==> src/rtl/e_scan_dispatch.sv <==
// SCAN (collective) elevator dispatcher: latches floor requests and sweeps in one
// direction while requests remain ahead, stopping with the door open at requested floors.
module e_scan_dispatch #(
    parameter int NUM_FLR  = 4,
    parameter int DOOR_CYC = 8,
    parameter int TMR_W    = 8
) (
    input  logic               clk,
    input  logic               rst,
    input  logic [NUM_FLR-1:0] bts,
    input  logic [NUM_FLR-1:0] curFlr,
    input  logic               atFlr,
    output logic [NUM_FLR-1:0] pending,
    output logic [NUM_FLR-1:0] target,
    output logic               dir,
    output logic               move,
    output logic               doorOpen
);

    typedef enum logic [1:0] {
        IDLE = 2'd0,
        UP   = 2'd1,
        DOWN = 2'd2,
        DOOR = 2'd3
    } state_t;

    localparam logic [NUM_FLR-1:0] FLR_ONE   = NUM_FLR'(1);
    localparam logic [TMR_W-1:0]   TMR_ONE   = TMR_W'(1);
    localparam logic [TMR_W-1:0]   DOOR_LOAD = TMR_W'(DOOR_CYC);

    state_t             state_q, state_d;
    logic [NUM_FLR-1:0] pending_q, pending_d;
    logic [NUM_FLR-1:0] target_q, target_d;
    logic               dir_q, dir_d;
    logic               move_q, move_d;
    logic               doorOpen_q, doorOpen_d;
    logic [TMR_W-1:0]   timer_q, timer_d;

    logic [NUM_FLR-1:0] shiftedFlr;
    logic [NUM_FLR-1:0] aboveMask;
    logic [NUM_FLR-1:0] belowMask;
    logic [NUM_FLR-1:0] clr;
    logic [NUM_FLR-1:0] upCand;
    logic [NUM_FLR-1:0] downCand;
    logic               flrValid;
    logic               here;
    logic               above;
    logic               below;
    logic               ahead;
    logic               behind;
    logic               doEval;
    logic               enterDoor;

    function automatic logic [NUM_FLR-1:0] lowestBit(input logic [NUM_FLR-1:0] v);
        logic [NUM_FLR-1:0] r;
        r = '0;
        for (int i = NUM_FLR - 1; i >= 0; i--) begin
            if (v[i]) begin
                r    = '0;
                r[i] = 1'b1;
            end
        end
        return r;
    endfunction

    function automatic logic [NUM_FLR-1:0] highestBit(input logic [NUM_FLR-1:0] v);
        logic [NUM_FLR-1:0] r;
        r = '0;
        for (int i = 0; i < NUM_FLR; i++) begin
            if (v[i]) begin
                r    = '0;
                r[i] = 1'b1;
            end
        end
        return r;
    endfunction

    // Floors strictly above/below a one-hot position; shifting past the top floor yields an empty above-mask.
    assign shiftedFlr = curFlr << 1;
    assign aboveMask  = ~(shiftedFlr - FLR_ONE);
    assign belowMask  = curFlr - FLR_ONE;
    assign flrValid   = (curFlr != '0) && ((curFlr & (curFlr - FLR_ONE)) == '0);

    assign here   = |(pending_q & curFlr);
    assign above  = |(pending_q & aboveMask);
    assign below  = |(pending_q & belowMask);
    assign ahead  = dir_q ? above : below;
    assign behind = dir_q ? below : above;

    always_comb begin
        state_d    = state_q;
        dir_d      = dir_q;
        timer_d    = timer_q;
        target_d   = target_q;
        clr        = '0;
        doEval     = 1'b0;
        enterDoor  = 1'b0;
        upCand     = '0;
        downCand   = '0;

        if (flrValid) begin
            unique case (state_q)
                IDLE: doEval = 1'b1;
                UP: begin
                    if (atFlr) begin
                        if (here) begin
                            enterDoor = 1'b1;
                        end else if (!above) begin
                            state_d = IDLE;
                        end
                    end
                end
                DOWN: begin
                    if (atFlr) begin
                        if (here) begin
                            enterDoor = 1'b1;
                        end else if (!below) begin
                            state_d = IDLE;
                        end
                    end
                end
                DOOR: begin
                    // A press on the floor being served keeps the door open instead of latching.
                    if (|(bts & curFlr)) begin
                        clr     = curFlr;
                        timer_d = DOOR_LOAD;
                    end else if (timer_q <= TMR_ONE) begin
                        timer_d = '0;
                        doEval  = 1'b1;
                    end else begin
                        timer_d = timer_q - TMR_ONE;
                    end
                end
                default: state_d = IDLE;
            endcase

            if (doEval) begin
                if (here) begin
                    enterDoor = 1'b1;
                end else if (ahead) begin
                    state_d = dir_q ? UP : DOWN;
                end else if (behind) begin
                    dir_d   = ~dir_q;
                    state_d = dir_q ? DOWN : UP;
                end else begin
                    state_d = IDLE;
                end
            end

            if (enterDoor) begin
                state_d = DOOR;
                clr     = curFlr;
                timer_d = DOOR_LOAD;
            end
        end

        pending_d = (pending_q | bts) & ~clr;

        // Nearest request in the travel direction first, otherwise the nearest one behind.
        if (flrValid) begin
            upCand   = lowestBit(pending_d & aboveMask);
            downCand = highestBit(pending_d & belowMask);
            if (dir_d) begin
                target_d = (upCand != '0) ? upCand : downCand;
            end else begin
                target_d = (downCand != '0) ? downCand : upCand;
            end
        end

        move_d     = flrValid && ((state_d == UP) || (state_d == DOWN));
        doorOpen_d = (state_d == DOOR);
    end

    always_ff @(posedge clk) begin
        if (rst) begin
            state_q    <= IDLE;
            pending_q  <= '0;
            target_q   <= '0;
            dir_q      <= 1'b1;
            move_q     <= 1'b0;
            doorOpen_q <= 1'b0;
            timer_q    <= '0;
        end else begin
            state_q    <= state_d;
            pending_q  <= pending_d;
            target_q   <= target_d;
            dir_q      <= dir_d;
            move_q     <= move_d;
            doorOpen_q <= doorOpen_d;
            timer_q    <= timer_d;
        end
    end

    assign pending  = pending_q;
    assign target   = target_q;
    assign dir      = dir_q;
    assign move     = move_q;
    assign doorOpen = doorOpen_q;

endmodule

==> config.mk <==
export PLATFORM = sky130hd
export DESIGN_NAME = e_scan_dispatch
export DESIGN_NICKNAME = d
export VERILOG_FILES = /design/src/rtl/e_scan_dispatch.sv
export SDC_FILE = /design/constraint.sdc
export NUM_CORES = 1
export LEC_CHECK = 0
export ABC_AREA = 1
export CAP_MARGIN = 20
export CORE_ASPECT_RATIO = 1.75
export CORE_MARGIN = 4
export CORE_UTILIZATION = 45
export CTS_CLUSTER_DIAMETER = 150
export CTS_CLUSTER_SIZE = 10
export DETAILED_ROUTE_END_ITERATION = 8
export GPL_TIMING_DRIVEN = 0
export PLACE_DENSITY = 0.74
export RECOVER_POWER = 50
export SLEW_MARGIN = 20
export SYNTH_ARGS = -nofsm -noshare
export SYNTH_HDL_FRONTEND = slang
export SYNTH_SLANG_ARGS = --single-unit
==> constraint.sdc <==
create_clock -name clk -period 3.91 [get_ports clk]
set_input_delay 0.782 -clock clk [delete_from_list [all_inputs] [get_ports clk]]
set_output_delay 0.782 -clock clk [all_outputs]
set_load 0.02 [all_outputs]
* After elaboration in Yosys (flattened, before gate mapping)
Cells that the tools add are included.
** Word-level totals
- Word-level logic and storage cells :: 97
- Register bits after elaboration :: 21
- Output and inout bits :: 11
- Input bits :: 11
** Cells by class
- Bitwise gates (word level) :: 12
- Reductions and logical operators :: 15
- Order comparisons :: 1
- Equality and inequality tests :: 6
- Add/sub/neg operators :: 3
- Muxes and demuxes :: 53
** Operator list (number)
- two-way mux 4 bit :: 16
- AND 4 bit :: 8
- two-way mux 8 bit :: 4
- two-way mux 2 bit :: 14
- two-way mux 1 bit :: 17
- OR reduction 4 bit :: 4
- nonzero test 4 bit :: 3
- equality test 2 bit, second input constant :: 4
- <= comparator 8 x 1 -> 1 bit, second input constant :: 1
- inverter 4 bit :: 2
- subtractor 4 x 1 -> 4 bit, second input constant :: 2
- subtractor 8 x 1 -> 8 bit, second input constant :: 1
- equality test 2 x 1 -> 1 bit, second input constant :: 2
- zero test 4 bit :: 1
- OR 4 bit :: 1
- case mux 2 bit (2 select lines) :: 1
- logical AND 1 bit :: 2
- zero test 2 bit :: 1
- case mux 1 bit (2 select lines) :: 1
- AND reduction 2 bit :: 1
- nonzero test 2 bit :: 1
- OR reduction 2 bit :: 1
- logical OR 1 bit :: 1
- inverter 1 bit :: 1

* Longest topological paths before layout
- Depth in word-level cells :: 21
- Gate-level depth with buffers :: 19
- Depth with buffers taken out :: 19

* Worst setup path after synthesis
OpenSTA, ideal clock, no wires.
- Path kind :: input -> register
- From :: input curFlr[0]
- To :: register move_q, in the netlist move
- Arrival :: 2.412 ns
- Stages :: 13
- Data required time :: 3.793 ns
- Slack :: 1.381 ns
- Path through :: inv_1 > ha_1 > inv_1 > ha_1 > nor3_1 > nand2_1 > inv_1 > nand3_1 > a31oi_1 > nor2_1 > ha_1 > nand2_1 > nor2_1
** Between the ends
- Longest elaborated chain between the ends :: 15
- Elaborated cells between the ends (all ways) :: 43
- Classes of those cells :: add/sub: 2; eq/ne: 2; mux: 24; bitwise: 6; reduce/logical: 9
** Ends and longest elaborated chain
- from (decl) :: RTL line 11 : input logic [NUM_FLR-1:0] curFlr,
- subtractor 4 x 1 -> 4 bit :: RTL line 80 : assign aboveMask = ~(shiftedFlr - FLR_ONE);
- inverter 4 bit :: RTL line 80
- AND 4 bit :: RTL line 85 : assign above = |(pending_q & aboveMask);
- OR reduction 4 bit :: RTL line 85
- two-way mux 2 bit :: RTL line 108 : end else if (!above) begin
- two-way mux 2 bit :: RTL line 106 : if (here) begin
- two-way mux 2 bit :: RTL line 105 : if (atFlr) begin
- case mux 2 bit (2 select lines) :: RTL line 102 : unique case (state_q)
- two-way mux 2 bit :: RTL line 138 : if (here) begin
- two-way mux 2 bit :: RTL line 137 : if (doEval) begin
- two-way mux 2 bit :: RTL line 150 : if (enterDoor) begin
- two-way mux 2 bit * :: RTL line 101 : if (flrValid) begin
- named net state_d[0] :: RTL line 31 : state_t state_q, state_d;
- equality test 2 x 1 -> 1 bit or equality test 2 bit (tied branches) :: RTL line 170 : move_d = flrValid && ((state_d == UP) || (state_d == DOWN));
- logical OR 1 bit * :: RTL line 170
- logical AND 1 bit * :: RTL line 170
- to (signal assigned) :: RTL line 188 : move_q <= move_d;
- to (decl) :: RTL line 35 : logic move_q, move_d;
The timed path passes the listed nets; every way through them passes the cells marked *. The select of a mux whose other input is x is not followed.
A chain may end at the register's enable or synchronous reset.

* Final worst setup path
Ends and elaborated chain as after synthesis.

==> results.toml <==
[timing]
rsz0062_at_grt = "false"
hold_viol = 0
finalClockSkew_ns = 0.00239
maxSlewHeadroom_pct = 73.0
tightestPinTransition_ns = 0.406
report.final.slew_viol_count = 0
setup_viol = 0
fin_setup_tns_ns = 0
final.period_utilization_pct = 86.0
clock.fmax_mhz = 297
fin_crit_ns = 3.36
whs_ns = 0.488

[yosys]
seq_area_frac_synth_pct = 27.1
syn-instance-count = 232
synthTopCellsByArea = "dfxtp_1 27%, nand2_1 13%, ha_1 9.7%, inv_1 8.9%, nor2_1 7.0%"
ys_async_sr_fraction_pct = 0
synth_top_cell_area_share_pct = 27.1
yosys.area.top_type = "dfxtp_1"
ys.flop_type = "dfxtp_1"
synth.distinct_cells = 33
yosysWarnings = 0
synth_edf_count = 0
syn_area_per_cell_um2 = 6.69
synth.cell_area_mm2 = 0.00155
ys_seq_elements = 21
syn_nets = 255

[critical_path]
ff2ff_path_depth = 16
cp_slowest_cell = "dlygate4sd3_1"
r2r_setup_slack_ns = 1.64
slowest_delay_ns = 0.66
end_kind = "flip-flop"
critical_path_buf_inv_count = 4
critPathTopFamily = "buffers and inverters"
path_class = "in2reg"
cp.arrival_ns = 3.51
crit_chain = "dlygate4sd3_1 > inv_1 > ha_1 > inv_1 > ha_1 > nor3_1 > nand2_1 > inv_1 > nand3_1 > a31oi_1 > nor2_1 > ha_1 > nand2_1 > nor2_1"
crit_cells = 14
crit_fanout = 7
start_kind = "primary input"
cp.required_ns = 4.05

[floorplan]
ioPinCount = 22
die_h_um = 85.7
core_mm2 = 0.00336
initial_core_util_pct = 46.2
die_w_um = 52.4
die_area_mm2 = 0.00449
rows = 28

[hold_path]
hp-class = "reg2reg"
whs_path_depth = 2

[clock_network]
h-tree-depth = 1
clock-sinks = 21
clkTransAtPathRegs_ns = 0.08
ctsLongestPathBuffers = 2
cts_tree = "built"
cts_hold_buf = 0
post_cts_buffers = 0
clock_latency_ns = 0.26
cts-buffers-inserted = 3
cts_resized = 0
ctsRootBufferMaster = "clkbuf_8"

[run]
cap_violations = 0

[drt]
drt-initial-drc-count = 19
drtPass1Iterations = 4
drc = 0
final_antenna_net_count = 0
viasPerCell = 4.86
routedWlPerCell_um = 10.9
routed_wl_um = 3270
via_count = 1463

[placement]
hpwl_um = 2760
gp_congestion = 0.850
portBuffers = 20

[global_routing]
grt_pass1_vias = 1383
antenna_found_initial = 0
track_usage_pct = 16.4
grt_pass1_wl_um = 5750
grt_max_degree = 13
grt-ovfl-total = 0

[pwr]
leakagePower_nw = 0.901
vdd_drop_max_uv = 276
power_density_mw_per_mm2 = 366

[run_status]
status = "complete, no violations"

[final_layout]
fin_nets = 280
area_delta_synth_final_pct = 19.2
drive_gt1_share_pct = 12.5
diodes = 0
-- worst paths after layout --
check	endpoint	start
min reg2reg	timer_q[0]	timer_q[0]
max	move	curFlr[0]
min	timer_q[0]	timer_q[0]
max reg2reg	move	timer_q[0]
-- flip-flops by register name, summed over array words and instances, names as in the netlist --
signal	count
doorOpen	1
timer_q	8
target	4
pending	4
move	1
dir	1
state_q	2
-- stage by stage --
step | util, % | cells | worst slack [ns] | power, mW | area [µm²]
global route | 55.0 | 301 | 0.333 | 0.736 | 1850
floorplan | - | 232 | 1.38 | 0.473 | 1550
finish | 55.0 | 301 | 0.547 | 0.677 | 1850
global placement | 53.8 | 297 | 0.434 | 0.547 | 1810
CTS | 55.2 | 301 | 0.652 | 0.691 | 1860
detailed placement | 53.8 | 297 | 0.387 | 0.549 | 1810
-- cell usage after synthesis, types with 2 or more instances --
| cell type | number |
|---|---|
| dfxtp_1 | 21 |
| nor3_1 | 6 |
| ha_1 | 12 |
| nand4_1 | 2 |
| nand3_2 | 5 |
| or2_2 | 4 |
| o21ai_0 | 8 |
| a21oi_1 | 7 |
| nand3_4 | 2 |
| nand2_1 | 53 |
| a31oi_1 | 3 |
| o21ai_2 | 2 |
| inv_1 | 37 |
| nor2_2 | 4 |
| nand2_2 | 6 |
| nor2_1 | 29 |
| nand3_1 | 15 |
-- cell families after synthesis --
logic type                 count (synthesis)  synth area share [%]
and+or+nand+nor                          131                  41.7
buffers and inverters                     40                  9.91
AOI/OAI and AO/OA                         27                  11.0
DFF                                       21                  27.1
adders and majority gates                 12                  9.67
xor gates and xnor gates                   1                 0.564
-- worst min-delay path, stage by stage, from the launching register on --
cell     delay [ns]
dfxtp_1        0.33
nand2_1        0.06
a21oi_1        0.05
-- report_power, final --
part	total (mW)	leakage [nW]	internal, mW	switching (mW)
Combinational	0.283	0.703	0.108	0.175
Clock	0.140	0.0255	0.0709	0.0692
Sequential	0.253	0.172	0.236	0.0173
-- routing by layer --
layer	track usage (%)	up-vias	part of all wire [%]
li1	-	788	-
met1	17.7	653	40
met2	30.9	18	55
met3	2.26	4	3.6
met4	5.58	0	1.4
met5	0	-	0
-- placed cells by master (no fill, tap or decap), types with 2 or more instances in the layout --
master,synthesis,routed
o21ai_2,2,2
clkbuf_8,0,3
nor2_2,4,3
inv_1,37,37
ha_1,12,12
nor2_1,29,30
nor3_1,6,6
nand2_1,53,54
dfxtp_1,21,21
nand3_1,15,15
or2_2,4,4
o21ai_0,8,8
nand2_2,6,5
clkdlybuf4s50_1,0,8
a31oi_1,3,3
nand4_1,2,2
dlygate4sd3_1,0,12
a21oi_1,7,7
nand3_4,2,2
nand3_2,5,5
-- final cells by class --
class                           instances  area, µm²
Buffer                                  2       11.3
Clock buffer                            3       41.3
Clock inverter                          1       5.00
Fill cell                             362       1510
Inverter                               38        143
Multi-Input combinational cell        171        973
Sequential cell                        21        420
Tap cell                               45       56.3
Timing Repair Buffer                   20        200
Power figures use the tool's default switching activity.
